## src/rtl/tlc_pkg.sv

```systemverilog
// Shared types and helpers for the two-way traffic light controller.
// State encodings, per-state lamp vectors, phase durations and the phase order.
package tlc_pkg;

  typedef enum logic [2:0] {
    A_GRN  = 3'd0,
    A_YEL  = 3'd1,
    RED_AB = 3'd2,
    B_GRN  = 3'd3,
    B_YEL  = 3'd4,
    RED_BA = 3'd5
  } tlc_state_e;

  typedef struct packed {
    logic r;
    logic g;
    logic y;
  } lamp_t;

  typedef struct packed {
    lamp_t a;
    lamp_t b;
  } lamp_pair_t;

  localparam lamp_t LAMP_RED = 3'b100;
  localparam lamp_t LAMP_GRN = 3'b010;
  localparam lamp_t LAMP_YEL = 3'b001;

  // Unused encodings fall back to all-red so no decode can ever show a green.
  function automatic lamp_pair_t lamps_of(input tlc_state_e s);
    lamp_pair_t lp;
    lp.a = LAMP_RED;
    lp.b = LAMP_RED;
    case (s)
      A_GRN:   lp.a = LAMP_GRN;
      A_YEL:   lp.a = LAMP_YEL;
      B_GRN:   lp.b = LAMP_GRN;
      B_YEL:   lp.b = LAMP_YEL;
      default: ;
    endcase
    return lp;
  endfunction

  function automatic int unsigned dur(input tlc_state_e s, input int unsigned g,
                                      input int unsigned y, input int unsigned r);
    int unsigned d;
    case (s)
      A_GRN, B_GRN: d = g;
      A_YEL, B_YEL: d = y;
      default:      d = r;
    endcase
    return d;
  endfunction

  function automatic tlc_state_e next_of(input tlc_state_e s);
    tlc_state_e n;
    case (s)
      A_GRN:   n = A_YEL;
      A_YEL:   n = RED_AB;
      RED_AB:  n = B_GRN;
      B_GRN:   n = B_YEL;
      B_YEL:   n = RED_BA;
      default: n = A_GRN;
    endcase
    return n;
  endfunction

  function automatic int unsigned max3(input int unsigned x, input int unsigned y,
                                       input int unsigned z);
    int unsigned m;
    m = (x > y) ? x : y;
    return (m > z) ? m : z;
  endfunction

endpackage

```

## src/rtl/tlc_phase_timer.sv

```systemverilog
// Loadable down-counter timing one light phase; o_zero marks the last cycle of the phase.
module tlc_phase_timer #(
  parameter int         W       = 2,
  parameter logic [W-1:0] RST_VAL = '0
) (
  input  logic         clk,
  input  logic         rst_n,
  input  logic         i_load,
  input  logic [W-1:0] i_load_val,
  input  logic         i_dec,
  output logic         o_zero
);

  logic [W-1:0] r_cnt;

  always_ff @(posedge clk or negedge rst_n) begin
    if (!rst_n) begin
      r_cnt <= RST_VAL;
    end else if (i_load) begin
      r_cnt <= i_load_val;
    end else if (i_dec) begin
      r_cnt <= r_cnt - 1'b1;
    end
  end

  assign o_zero = (r_cnt == '0);

endmodule

```

## src/rtl/traffic_light_ctrl.sv

```systemverilog
// Fixed-time two-way traffic light FSM with all-red guard phases between greens.
// Optional TLC_SENSOR_EN adds b_req: A green is extended until E-W traffic waits.
module traffic_light_ctrl
  import tlc_pkg::*;
#(
  parameter int unsigned GREEN_CYC  = 30,
  parameter int unsigned YELLOW_CYC = 15,
  parameter int unsigned ALLRED_CYC = 2
) (
  input  logic       clk,
  input  logic       rst_n,
  input  logic       en,
`ifdef TLC_SENSOR_EN
  input  logic       b_req,
`endif
  output logic       ar,
  output logic       ag,
  output logic       ay,
  output logic       br,
  output logic       bg,
  output logic       by,
  output logic [2:0] phase,
  output logic       phase_start
);

  localparam int unsigned MAX_CYC = max3(GREEN_CYC, YELLOW_CYC, ALLRED_CYC);
  localparam int          TW      = (MAX_CYC > 1) ? $clog2(MAX_CYC) : 1;
  localparam logic [TW-1:0] RST_TMR = TW'(ALLRED_CYC - 1);

  tlc_state_e    r_state;
  lamp_pair_t    r_lamps;
  logic          r_phase_start;

  tlc_state_e    w_next;
  lamp_pair_t    w_lamps;
  logic          w_zero;
  logic          w_hold;
  logic          w_adv;
  logic          w_dec;
  logic [TW-1:0] w_load_val;

  tlc_phase_timer #(
    .W       (TW),
    .RST_VAL (RST_TMR)
  ) u_timer (
    .clk        (clk),
    .rst_n      (rst_n),
    .i_load     (w_adv),
    .i_load_val (w_load_val),
    .i_dec      (w_dec),
    .o_zero     (w_zero)
  );

  // Timer expiry moves the FSM; a held A green parks the timer at zero.
  always_comb begin
    w_hold     = 1'b0;
`ifdef TLC_SENSOR_EN
    w_hold     = (r_state == A_GRN) && !b_req;
`endif
    w_adv      = en && w_zero && !w_hold;
    w_dec      = en && !w_zero;
    w_next     = w_adv ? next_of(r_state) : r_state;
    w_load_val = TW'(dur(next_of(r_state), GREEN_CYC, YELLOW_CYC, ALLRED_CYC) - 1);
    w_lamps    = lamps_of(w_next);
  end

  // Lamps decode the next state so they switch on the same edge as phase.
  always_ff @(posedge clk or negedge rst_n) begin
    if (!rst_n) begin
      r_state       <= RED_BA;
      r_lamps       <= lamps_of(RED_BA);
      r_phase_start <= 1'b0;
    end else begin
      r_state       <= w_next;
      r_lamps       <= w_lamps;
      r_phase_start <= w_adv;
    end
  end

  assign ar          = r_lamps.a.r;
  assign ag          = r_lamps.a.g;
  assign ay          = r_lamps.a.y;
  assign br          = r_lamps.b.r;
  assign bg          = r_lamps.b.g;
  assign by          = r_lamps.b.y;
  assign phase       = r_state;
  assign phase_start = r_phase_start;

endmodule

```

## config.mk

```make
export PLATFORM = sky130hd
export DESIGN_NAME = traffic_light_ctrl
export DESIGN_NICKNAME = d
export VERILOG_FILES = /design/src/rtl/tlc_pkg.sv /design/src/rtl/tlc_phase_timer.sv /design/src/rtl/traffic_light_ctrl.sv
export SDC_FILE = /design/constraint.sdc
export NUM_CORES = 1
export LEC_CHECK = 0
export BUFFER_PORTS_ARGS = -buffer_cell sky130_fd_sc_hd__buf_2
export CORE_MARGIN = 2
export CORE_UTILIZATION = 45
export CTS_CLUSTER_SIZE = 30
export DETAILED_ROUTE_END_ITERATION = 6
export PLACE_DENSITY_LB_ADDON = 0.25
export RECOVER_POWER = 100
export SLEW_MARGIN = 20
export SYNTH_ARGS = -nofsm -noshare
export SYNTH_HDL_FRONTEND = slang
export SYNTH_SLANG_ARGS = --single-unit
```

## constraint.sdc

```tcl
create_clock -name clk -period 4.26 [get_ports clk]
set_input_delay 0.852 -clock clk [delete_from_list [all_inputs] [get_ports clk]]
set_output_delay 0.852 -clock clk [all_outputs]
set_load 0.1 [all_outputs]
```

### Yosys cells after proc, flatten, opt, wreduce, memory -nomap -nowiden

Index checks and enable logic that the tools add are counted.
Widths: inputs -> output; s select.

* add/subtract/negate cells: 2
* equality and inequality tests: 10
* mux-type cells: 7
* reductions and logical operators: 10

Operators with widths (number)
* $pmux 3 s5: 1
* $eq 3x2->1 const B: 4
* $pmux 3 s2: 2
* $mux 5: 2
* $pmux 5 s2: 1
* $sub 5x1->5 const B: 2
* $eq 3x1->1 const B: 3
* $eq 3x3->1 const B: 3
* $logic_not 3->1: 3
* $logic_not 5->1: 1
* $reduce_or 2->1: 2
* $mux 3: 1
* $logic_and 1x1->1: 2
* $reduce_bool 2->1: 1
* $logic_not 1->1: 1

* register bits: 15
* bits of input ports: 3
* word-level logic and storage cells: 38

### Depth between registers and ports, before layout

Gate-level depths: netlist (run 1).

* depth in word-level cells: 7
* mapped depth: 10

### Hierarchy

From an unflattened synthesis (run 1), not the netlist that was laid out.

* cells, all modules: 73
* area, all modules: 790.8 um^2

Modules (own cells, without submodules)
* traffic_light_ctrl: times used 1, cells an instance 45, area an instance 501.7 um^2
* tlc_phase_timer: times used 1, cells an instance 28, area an instance 289.0 um^2

### Worst setup path after synthesis (run 1)

OpenSTA, ideal clock, no wires.

* kind: flip-flop to flip-flop
* from: register r_state[1], in the netlist phase[1]
* to: register u_timer.r_cnt[4]
* setup time: 120 ps
* arrival time: 2387 ps
* required time: 4140 ps
* path slack: 1753 ps
* stages on the path, launching flop included: 10
* path buffers: 1
* period minus slack after synthesis: 2507 ps
* cell sequence: dfrtp_1 -> buf_1 -> nand2_1 -> a211oi_1 -> nor2_1 -> ha_1 -> and3b_1 -> nor2_1 -> nor2_1 -> o211a_1

* word-level cells in the longest chain between the ends: 7
* elaborated cells on any way between the ends: 15

Ends and longest elaborated chain
* from (decl): RTL line traffic_light_ctrl.sv:30 `tlc_state_e r_state;`
* from (signal assigned): RTL line traffic_light_ctrl.sv:74 `r_state <= w_next;`
* $eq 3x3->1 (tied with other cells): RTL line tlc_pkg.sv:57 `case (s)`
* $pmux 3 s5 (*): RTL line tlc_pkg.sv:57
* $eq 3x1->1 (tied with other cells): RTL line tlc_pkg.sv:47 `case (s)`
* $reduce_or 2->1: RTL line tlc_pkg.sv:47
* $pmux 5 s2 (*): RTL line tlc_pkg.sv:47
* $sub 5x1->5 (*): RTL line traffic_light_ctrl.sv:63 `w_load_val = TW'(dur(next_of(r_state), GREEN_CYC, YELLOW_CYC, ALLRED_CYC) - 1);`
* $mux 5 (*): RTL line tlc_phase_timer.sv:19 `end else if (i_load) begin`
* to (signal assigned): RTL line tlc_phase_timer.sv:20 `r_cnt <= i_load_val;`
* to (signal assigned): RTL line tlc_phase_timer.sv:22 `r_cnt <= r_cnt - 1'b1;`
* to (decl): RTL line tlc_phase_timer.sv:14 `logic [W-1:0] r_cnt;`

Every way passes the cells marked *; elsewhere a longest branch is shown, timed or not.
A chain may end at the register's enable or synchronous reset.

### Worst setup path in the final report (run 1)

* from: input en
* to: register u_timer.r_cnt[4]

* word-level cells in the longest chain between the ends: 2
* elaborated cells on any way between the ends: 4

Ends and longest elaborated chain
* from (decl): RTL line traffic_light_ctrl.sv:12 `input logic en,`
* $logic_and 1x1->1 (*): RTL line traffic_light_ctrl.sv:60 `w_adv = en && w_zero && !w_hold;`
* named net u_timer.i_load: RTL line tlc_phase_timer.sv:8 `input logic i_load,`
* $mux 5 / $reduce_bool 2->1 (equally long branches)

The timed path passes the listed nets; every way through them passes the cells marked *.

==> results by group, run 1 <==
Floorplan
  – Io pins: 13
  – Area of the core: 1540 sq um
  – Die height: 45.1 um
  – Std cell rows: 14
  – Chip Width: 45.1 um
  – Starting Density: 49.4%
  – Die area: 2040 sq um

Clock tree
  – Number of hold buffers added after CTS: 0
  – Clock sinks: 15
  – Root Driver: clkbuf_4
  – Cts repair resizes: 0
  – CTS H-tree lvls: 1
  – Num CTS Buffers: 3
  – Reg clk slew, reported paths: 80 ps
  – CTS tree: yes
  – Clock Latency Late Sink: 270 ps
  – Clock Path Buffers: 2
  – Post-CTS Setup Inserts: 0

Placement
  – Routability cong.: 0.837
  – Post-DP HPWL: 937 um
  – Number of port buffers: 12
  – Cell Area, Placed: 821 sq um

GRT
  – GR Util All Layers: 14.0%
  – Busiest layer in global routing: met2
  – GRT overflow: 0
  – Antenna violations before repair: 0
  – GRT met1 Usage: 18.8%
  – Largest net degree at the start of global routing: 17
  – Vias in the first global route: 480
  – Met3 GRT Util: 3.60%
  – Met2 Use GR: 21.7%
  – First-pass GRT wire length: 2060 um

Finish
  – Area Overhead vs Synth: 7.07%
  – Nets: 95
  – Antenna diodes: 0
  – Final Instance Area: 815 sq um
  – Share of layout cells above drive strength 1: 14.4%

Synth
  – Synthesis warning total: 0
  – Post-synth top area share: 32.9%
  – #FFs+latches synth: 15
  – Synth cell types: 35
  – Synthesized cell area: 761 sq um
  – Synth Net Count: 82
  – Synth Instances: 78
  – Mapped Avg Cell Area: 9.75 sq um
  – Sequential share of the synthesized area: 50.2%
  – Ranking of synthesized cells by area: dfrtp_1 33%, dfstp_2 17%, nor2_1 4.9%
  – Cell taking the most area after synthesis: dfrtp_1

Setup path
  – Setup CP Type: in2reg
  – Crit path DAT: 3140 ps
  – CP required: 4420 ps
  – CP max stage cell: nor4b_1
  – Reg2reg start: u_timer.r_cnt[1]
  – Most frequent cell on the critical path: nor2_1
  – Cell chain of the critical path: clkbuf_1, nor4b_1, nand2_2, clkinvlp_2, nor2_1, ha_1, and3b_1, nor2_1, nor2_1, o211a_1
  – Critical Path Source: en
  – Crit-path leading delay family: simple AND/OR/NAND/NOR gates
  – Maximum fanout along the worst path: 9
  – Slowest stage delay, CP: 640 ps
  – Critical Path Start Type: input port
  – Type of destination of the critical path: flip-flop
  – Buffers and inverters on the worst path: 2

Timing
  – Fin crit period: 2980 ps
  – Final Skew: 1.11 ps
  – Setup TNS: 0 ps
  – Fin. Hold Viols: 0
  – Max Freq: 0.336 GHz
  – Worst Tran Pin Value: 1170 ps
  – Max-slew headroom: 22.2%
  – Setup-failing EPs final: 0
  – Slew Limit Fails: 0
  – RSZ-0062 raised after global routing: no
  – Period utilisation layout: 69.9%

Worst hold path
  – Min-Delay Path Class: reg2reg
  – Min-delay src: u_timer.r_cnt[0]

Detailed routing
  – DRC: 0
  – Routed Wire Length: 1300 um
  – Routed Antenna Nets: 0
  – WL/cell: 12.3 um
  – Pre-antenna DRT Iters: 4
  – Vias: 582
  – Initial drt markers: 12
  – Vias per cell: 5.49

Status
  – Outcome: finished clean

Job
  – Max Cap Viol: 0
## state kept, by name, indices dropped and copies added, names as in the netlist
signal	cells
br	1
ag	1
phase_start	1
phase	3
ar	1
u_timer.r_cnt	5
by	1
ay	1
bg	1
## synth_stat cells
cell	count
buf_4	1
o211ai_1	1
o311ai_0	1
a211oi_1	1
nor2_1	10
nand3b_1	1
dfrtp_1	10
o21ai_0	5
and3b_1	1
or2_2	1
buf_2	1
buf_1	1
o2111ai_1	1
nor3_2	1
a21oi_1	4
a21boi_0	1
nor4b_4	1
nand2_1	9
ha_1	1
or4b_1	1
clkinv_2	1
a31oi_1	1
or3_1	1
nand2_2	2
o21ba_2	1
clkbuf_1	1
nand3_1	2
dfstp_2	5
nand2b_1	2
o31ai_1	2
inv_1	2
o211a_1	1
nor3_1	1
o22ai_1	1
xnor2_1	2
## per-stage QoR
step	std cells	utilization (%)	setup slack, ps	hold WS, ps
floorplan	78	-	1750	493
global placement	102	53.2	1600	519
detailed placement	102	53.2	1540	525
CTS	106	55.0	1810	466
global route	106	52.8	1080	544
finish	106	52.8	1280	521
## worst register-to-register path, cell delays in order (launching register included)
cell and delay, ps:
dfrtp_1 430, nor4b_1 670, nand2_2 200, clkinvlp_2 300, nor2_1 80, ha_1 250, and3b_1 210, nor2_1 110
nor2_1 50, o211a_1 190
## per-layer routing
layer  vias up  wire [um]
met5         -          0
li1        300          -
met1       263        639
met4         0         17
met2        17        564
met3         2         84
## cell usage in the layout (no fill, tap or decap), types with 2 or more instances in the layout
master	synthesis	final
clkbuf_1	1	13
nor2_1	10	10
nand2_1	9	10
dfrtp_1	10	10
o21ai_0	5	5
dfstp_2	5	5
a21oi_1	4	4
clkbuf_4	0	3
o31ai_1	2	2
nand2b_1	2	2
xnor2_1	2	2
inv_1	2	2
nand3_1	2	2
## area by class of cell
class	instances	area, sq um
Clock buffer	4	26.3
Fill cell	148	727
Inverter	3	12.5
Multi-Input combinational cell	56	329
Sequential cell	15	382
Tap cell	16	20.0
Timing Repair Buffer	12	45.0
## final timing paths
check	endpoint	slack, ps	cells after the start
min in group asynchronous	ay	610	1
worst min-delay path	u_timer.r_cnt[0]	520	2
worst max register to register	u_timer.r_cnt[4]	1670	9
worst min register to register	u_timer.r_cnt[0]	520	2
worst max-delay path	u_timer.r_cnt[4]	1280	10
max in group asynchronous	u_timer.r_cnt[4]	3190	1
## cells by family after synthesis
kind of cell | count (synthesis) | synth area share, %
AOI/OAI and AO/OA | 20 | 17.4
xor gates and xnor gates | 2 | 2.30
adders and majority gates | 1 | 1.64
buffers and inverters | 7 | 4.27
DFF | 15 | 50.2
and+or+nand+nor | 33 | 24.2
Power of run 1 is left out: the tool's default activity adds up to more than one toggle a clock period on the data nets, which glitch-free logic cannot reach.
==> run 2, diff against run 1 <==
==> constraint.sdc (replaced) <==
create_clock -name clk -period 2.47 [get_ports clk]
set_input_delay 0.494 -clock clk [delete_from_list [all_inputs] [get_ports clk]]
set_output_delay 0.494 -clock clk [all_outputs]
set_load 0.1 [all_outputs]
==> run 2 against run 1 <==
Net effect: setup slack got worse by 990 ps; cell count rose by 2.8%; via count rose by 1.4%; flip-flop and latch count did not move; register-to-register slack got worse by 1400 ps; worst hold slack got worse by 280 ps; global-route usage rose by 1.8 points; first-iteration DRC count fell by 17%; routed wire length fell by 1.6%; critical path type is now reg2reg.
==> results by group, run 2 (synthesis results as in run 1) <==
Floorplan
  – Io pins: 13 (unchanged)
  – Die height: 45.1 um (unchanged)
  – Starting Density: 49.4% (unchanged)
  – Die area: 2040 sq um (unchanged)
  – Area of the core: 1540 sq um (unchanged)
  – Std cell rows: 14 (unchanged)
  – Chip Width: 45.1 um (unchanged)

Clock tree
  – Num CTS Buffers: 3 (unchanged)
  – CTS tree: yes
  – Clock Latency Late Sink: 280 ps (about the same)
  – Clock sinks: 15 (unchanged)
  – Root Driver: clkbuf_4
  – CTS H-tree lvls: 1 (unchanged)
  – Number of hold buffers added after CTS: 0 (unchanged)
  – Cts repair resizes: 0 (unchanged)
  – Reg clk slew, reported paths: 90 ps (about the same)
  – Post-CTS Setup Inserts: 0 (unchanged)
  – Clock Path Buffers: 2 (unchanged)

Finish
  – Final core occ: 55.7% (+2.8 points)
  – Final Instance Area: 858 sq um (+5.4%)
  – Most frequent cells in the layout: 10 x nor2_1, 10 x nand2_1, 9 x dfrtp_1, 9 x clkbuf_1, 5 x o21ai_0
  – Antenna diodes: 0 (unchanged)
  – Area occupied by multi-input gates: 344 sq um (+4.6%)
  – Register bank with the most flops: u_timer.r_cnt
  – Area Overhead vs Synth: 12.8%
  – Fill count: 151 (+2.0%)
  – Max reg flops: 5 (unchanged)
  – Storage cell area: 383 sq um (+0.33%)
  – Nets: 98 (+3.2%)
  – Share of layout cells above drive strength 1: 22.6% (+8.1 points)

Detailed routing
  – Pre-antenna DRT Iters: 4 (unchanged)
  – Routed Wire Length: 1280 um (-1.6%)
  – DRC: 0 (unchanged)
  – Vias per cell: 5.41 (-1.4%)
  – WL/cell: 11.8 um (-4.3%)
  – Routed Antenna Nets: 0 (unchanged)
  – Vias: 590 (+1.4%)
  – Initial drt markers: 10 (-2)

Setup path
  – Critical Path Start Type: flip-flop
  – CP required: 2700 ps (-1720 ps)
  – Maximum fanout along the worst path: 9 (unchanged)
  – Setup CP Type: reg2reg
  – Crit path DAT: 2410 ps (-730 ps)
  – Type of destination of the critical path: flip-flop

Timing
  – Fin. Hold Viols: 0 (unchanged)
  – Slew Limit Fails: 0 (unchanged)
  – Period utilisation layout: 88.4%
  – Max Freq: 0.458 GHz
  – Final Skew: 1.27 ps (+0.163 ps)
  – Fin crit period: 2180 ps
  – RSZ-0062 raised after global routing: no
  – Setup-failing EPs final: 0 (unchanged)
  – Max-slew headroom: 22.6% (+0.40 points)
  – Worst Tran Pin Value: 1170 ps (-6.08 ps)
  – Setup TNS: 0 ps (unchanged)

Status
  – Outcome: finished clean

Worst hold path
  – Min-Delay Path Class: in2async

GRT
  – GRT overflow: 0 (unchanged)
  – First-pass GRT wire length: 2210 um (+7.0%)
  – Vias in the first global route: 478 (-0.42%)
  – Largest net degree at the start of global routing: 17 (unchanged)
  – GR Util All Layers: 15.8% (+1.8 points)
  – Antenna violations before repair: 0 (unchanged)

Placement
  – Cell Area, Placed: 845 sq um (+2.9%)
  – Routability cong.: 0.823 (-1.7%)
  – Post-DP HPWL: 920 um (-1.9%)
  – Number of port buffers: 12 (unchanged)

Job
  – Max Cap Viol: 0 (unchanged)
run 2: stage by stage:
| step | setup WS (ps) | std cells | hold WS, ps |
|---|---|---|---|
| detailed placement | 200 | 105 | 410 |
| CTS | 354 | 109 | 98.9 |
| global placement | 207 | 105 | 407 |
| floorplan | 148 | 78 | 198 |
| finish | 287 | 109 | 242 |
| global route | 149 | 109 | 314 |
run 2: final cells by class:
type                            instances  area share, %
Clock buffer                            4           3.06
Multi-Input combinational cell         56           40.1
Inverter                                3           1.46
Tap cell                               16           2.33
Sequential cell                        15           44.6
Timing Repair Buffer                   15           8.45
run 2: critical path, stage by stage (launching register included):
cell        delay (ps)
dfstp_1            630
nor4b_4             80
nand2_2             90
clkinvlp_2         290
nor2_1             190
ha_1               220
nand2_1             90
o21ba_2            200
o2111ai_1          170
o211a_1            170
run 2: metal layers:
metal  routed length (um)  global-route usage [%]  share of wire, %
met5                    0                       0                 0
met3                   65                    3.60               5.1
met2                  547                    19.1                43
met1                  633                    24.2                49
met4                   36                    10.6               2.8
run 2: path summary, 6_finish.rpt:
| path | endpoint | start | slack (ps) | cells after the start |
|---|---|---|---|---|
| max | u_timer.r_cnt[4] | u_timer.r_cnt[0] | 290 | 9 |
| min | ag | rst_n | 240 | 1 |
| max reg2reg | u_timer.r_cnt[4] | u_timer.r_cnt[0] | 290 | 9 |
| min reg2reg | u_timer.r_cnt[3] | u_timer.r_cnt[3] | 550 | 2 |
| max in group asynchronous | phase[1] | rst_n | 1720 | 1 |
| min in group clk | u_timer.r_cnt[1] | en | 480 | 2 |
Power of run 2 is left out for the same reason.
==> run 3, diff against run 2 <==
--- a/config.mk
+++ b/config.mk
@@ -8,6 +8,7 @@
 export BUFFER_PORTS_ARGS = -buffer_cell sky130_fd_sc_hd__buf_2
 export CORE_MARGIN = 2
 export CORE_UTILIZATION = 45
+export CTS_CLUSTER_DIAMETER = 80
 export CTS_CLUSTER_SIZE = 30
 export DETAILED_ROUTE_END_ITERATION = 6
 export PLACE_DENSITY_LB_ADDON = 0.25
==> constraint.sdc (replaced) <==
create_clock -name clk -period 2.47 [get_ports clk]
set_input_delay 0.247 -clock clk [delete_from_list [all_inputs] [get_ports clk]]
set_output_delay 0.247 -clock clk [all_outputs]
set_load 0.1 [all_outputs]
==> run 3 against run 2 <==
Net effect: flip-flop and latch count unchanged; worst hold slack improved by 9.0 ps; global-route usage increased by 0.70 points; first-iteration DRC count increased to 2.6 times the previous value; largest cell class unchanged.
==> results by group, run 3 (synthesis results as in run 1) <==
Detailed routing
  – Vias per cell: 5.55 (+2.6%)
  – DRC: 0 (unchanged)
  – Vias: 594 (+0.68%)
  – WL/cell: 12.0 um (+1.9%)
  – Pre-antenna DRT Iters: 4 (unchanged)
  – Routed Antenna Nets: 0 (unchanged)
  – Max Used Layer: met4
  – WL met1: 593 um (-6.3%)
  – Routed Wire Length: 1280 um (unchanged)
  – Initial drt markers: 26 (+16)
  – WL met2: 587 um (+7.3%)
  – Metal3 WL: 89 um (+37%)

Setup path
  – Setup CP Type: reg2reg
  – Crit-path leading delay family: flip-flops
  – Reg2reg start: u_timer.r_cnt[0]
  – Critical Path Source: u_timer.r_cnt[0]
  – R2r worst-path depth: 9 (unchanged)
  – Worst reg2reg endpoint: u_timer.r_cnt[4]
  – Type of destination of the critical path: flip-flop
  – Crit path depth: 9 (unchanged)
  – CP max stage cell: dfstp_2
  – Cell chain of the critical path: nor4b_4, nand2_2, clkinvlp_2, nor2_1, ha_1, nand2_1, o21ba_2, o2111ai_1, o211a_1
  – Crit path DAT: 2430 ps (+20 ps)
  – Critical Path End: u_timer.r_cnt[4]
  – Buffers and inverters on the worst path: 1 (unchanged)
  – Slowest stage delay, CP: 590 ps (-40 ps)
  – Maximum fanout along the worst path: 9 (unchanged)
  – R2R setup slack: 260 ps (-20 ps)
  – Critical Path Start Type: flip-flop
  – CP required: 2690 ps (about the same)

Finish
  – Commonest non-fill, non-tap cell in the layout: clkbuf_1
  – Share of layout cells above drive strength 1: 18.7% (-3.9 points)
  – Nets: 96 (-2.0%)
  – Area Overhead vs Synth: 10.9%
  – Antenna diodes: 0 (unchanged)
  – Max reg flops: 5 (unchanged)
  – Register bank with the most flops: u_timer.r_cnt
  – Most frequent cells in the layout: 11 x clkbuf_1, 10 x nor2_1, 10 x nand2_1, 9 x dfrtp_1

Status
  – Outcome: finished clean

Clock tree
  – Post-CTS Setup Inserts: 0 (unchanged)
  – Clock sinks: 15 (unchanged)
  – CTS H-tree lvls: 1 (unchanged)
  – Clock Latency Late Sink: 280 ps (about the same)
  – CTS tree: yes
  – Clock Path Buffers: 2 (unchanged)
  – Num CTS Buffers: 3 (unchanged)
  – Root Driver: clkbuf_4
  – Reg clk slew, reported paths: 80 ps (about the same)

Timing
  – Fin. Hold Viols: 0 (unchanged)
  – RSZ-0062 raised after global routing: no
  – Slew Limit Fails: 0 (unchanged)
  – Max Freq: 0.453 GHz (-1.1%)
  – Setup-failing EPs final: 0 (unchanged)
  – Setup TNS: 0 ps (unchanged)
  – Worst Tran Pin Value: 1160 ps (-1.21 ps)
  – Period utilisation layout: 89.3% (+0.96 points)
  – Final Skew: 0.627 ps (-0.645 ps)
  – Fin crit period: 2210 ps (+23.8 ps)
  – Max-slew headroom: 22.7% (+0.080 points)

GRT
  – First-pass GRT wire length: 2370 um (+7.2%)
  – GR Util All Layers: 16.5% (+0.70 points)
  – Vias in the first global route: 547 (+14%)
  – GRT overflow: 0 (unchanged)
  – Largest net degree at the start of global routing: 17 (unchanged)
  – Antenna violations before repair: 0 (unchanged)

Placement
  – Routability cong.: 0.850 (+3.3%)
  – Number of port buffers: 12 (unchanged)
  – Post-DP HPWL: 926 um (+0.74%)

Floorplan
  – Area of the core: 1540 sq um (unchanged)
  – Io pins: 13 (unchanged)
  – Die height: 45.1 um (unchanged)
  – Die area: 2040 sq um (unchanged)
  – Starting Density: 49.4% (unchanged)
  – Std cell rows: 14 (unchanged)
  – Chip Width: 45.1 um (unchanged)

Job
  – Max Cap Viol: 0 (unchanged)

Worst hold path
  – Min-Delay Path Class: in2reg
-- run 3: worst reg2reg max path, cell delays in order (launching register included) --
cell and delay, ps:
dfstp_2 590, nor4b_4 70, nand2_2 120, clkinvlp_2 310, nor2_1 190, ha_1 220
nand2_1 90, o21ba_2 200, o2111ai_1 190, o211a_1 170
-- run 3: per-layer routing --
layer / vias up / GRT usage (%)
met5: - / 0
met4: 0 / 5.29
met3: 2 / 7.20
met2: 26 / 24.6
met1: 266 / 21.5
li1: 300 / -
-- run 3: repair_timing --
| item | 4_1_cts | 5_1_grt |
|---|---|---|
| hold buffers | 1 | 0 |
| endpoints found under the hold margin | 10 | 0 |
| resized for setup | 0 | 0 |
-- run 3: worst min path at each step --
stage / start / end / slack (ps) / cells after the start
after floorplan: rst_n / ag / -50 / 0
after global placement: rst_n / bg / 160 / 1
after detailed placement: rst_n / bg / 160 / 1
after CTS: en / u_timer.r_cnt[1] / 240 / 2
after global routing: en / u_timer.r_cnt[1] / 260 / 2
final: en / u_timer.r_cnt[1] / 250 / 2
-- run 3: metrics by stage --
stage / hold WS (ps) / util, % / instances / area, sq um / worst slack (ps)
CTS: 241 / 55.8 / 107 / 860 / 297
detailed placement: 159 / 53.3 / 102 / 822 / 304
floorplan: -48.6 / - / 78 / 762 / 148
global placement: 160 / 53.3 / 102 / 822 / 322
finish: 251 / 54.7 / 107 / 843 / 264
global route: 259 / 54.7 / 107 / 843 / 106
-- run 3: area by class of cell --
cell class	instances	area (sq um)
Fill cell	148	698
Sequential cell	15	383
Multi-Input combinational cell	56	344
Timing Repair Buffer	13	56.3
Clock buffer	3	22.5
Tap cell	16	20.0
Inverter	3	12.5
Clock inverter	1	5.00
Power of run 3 is left out for the same reason.
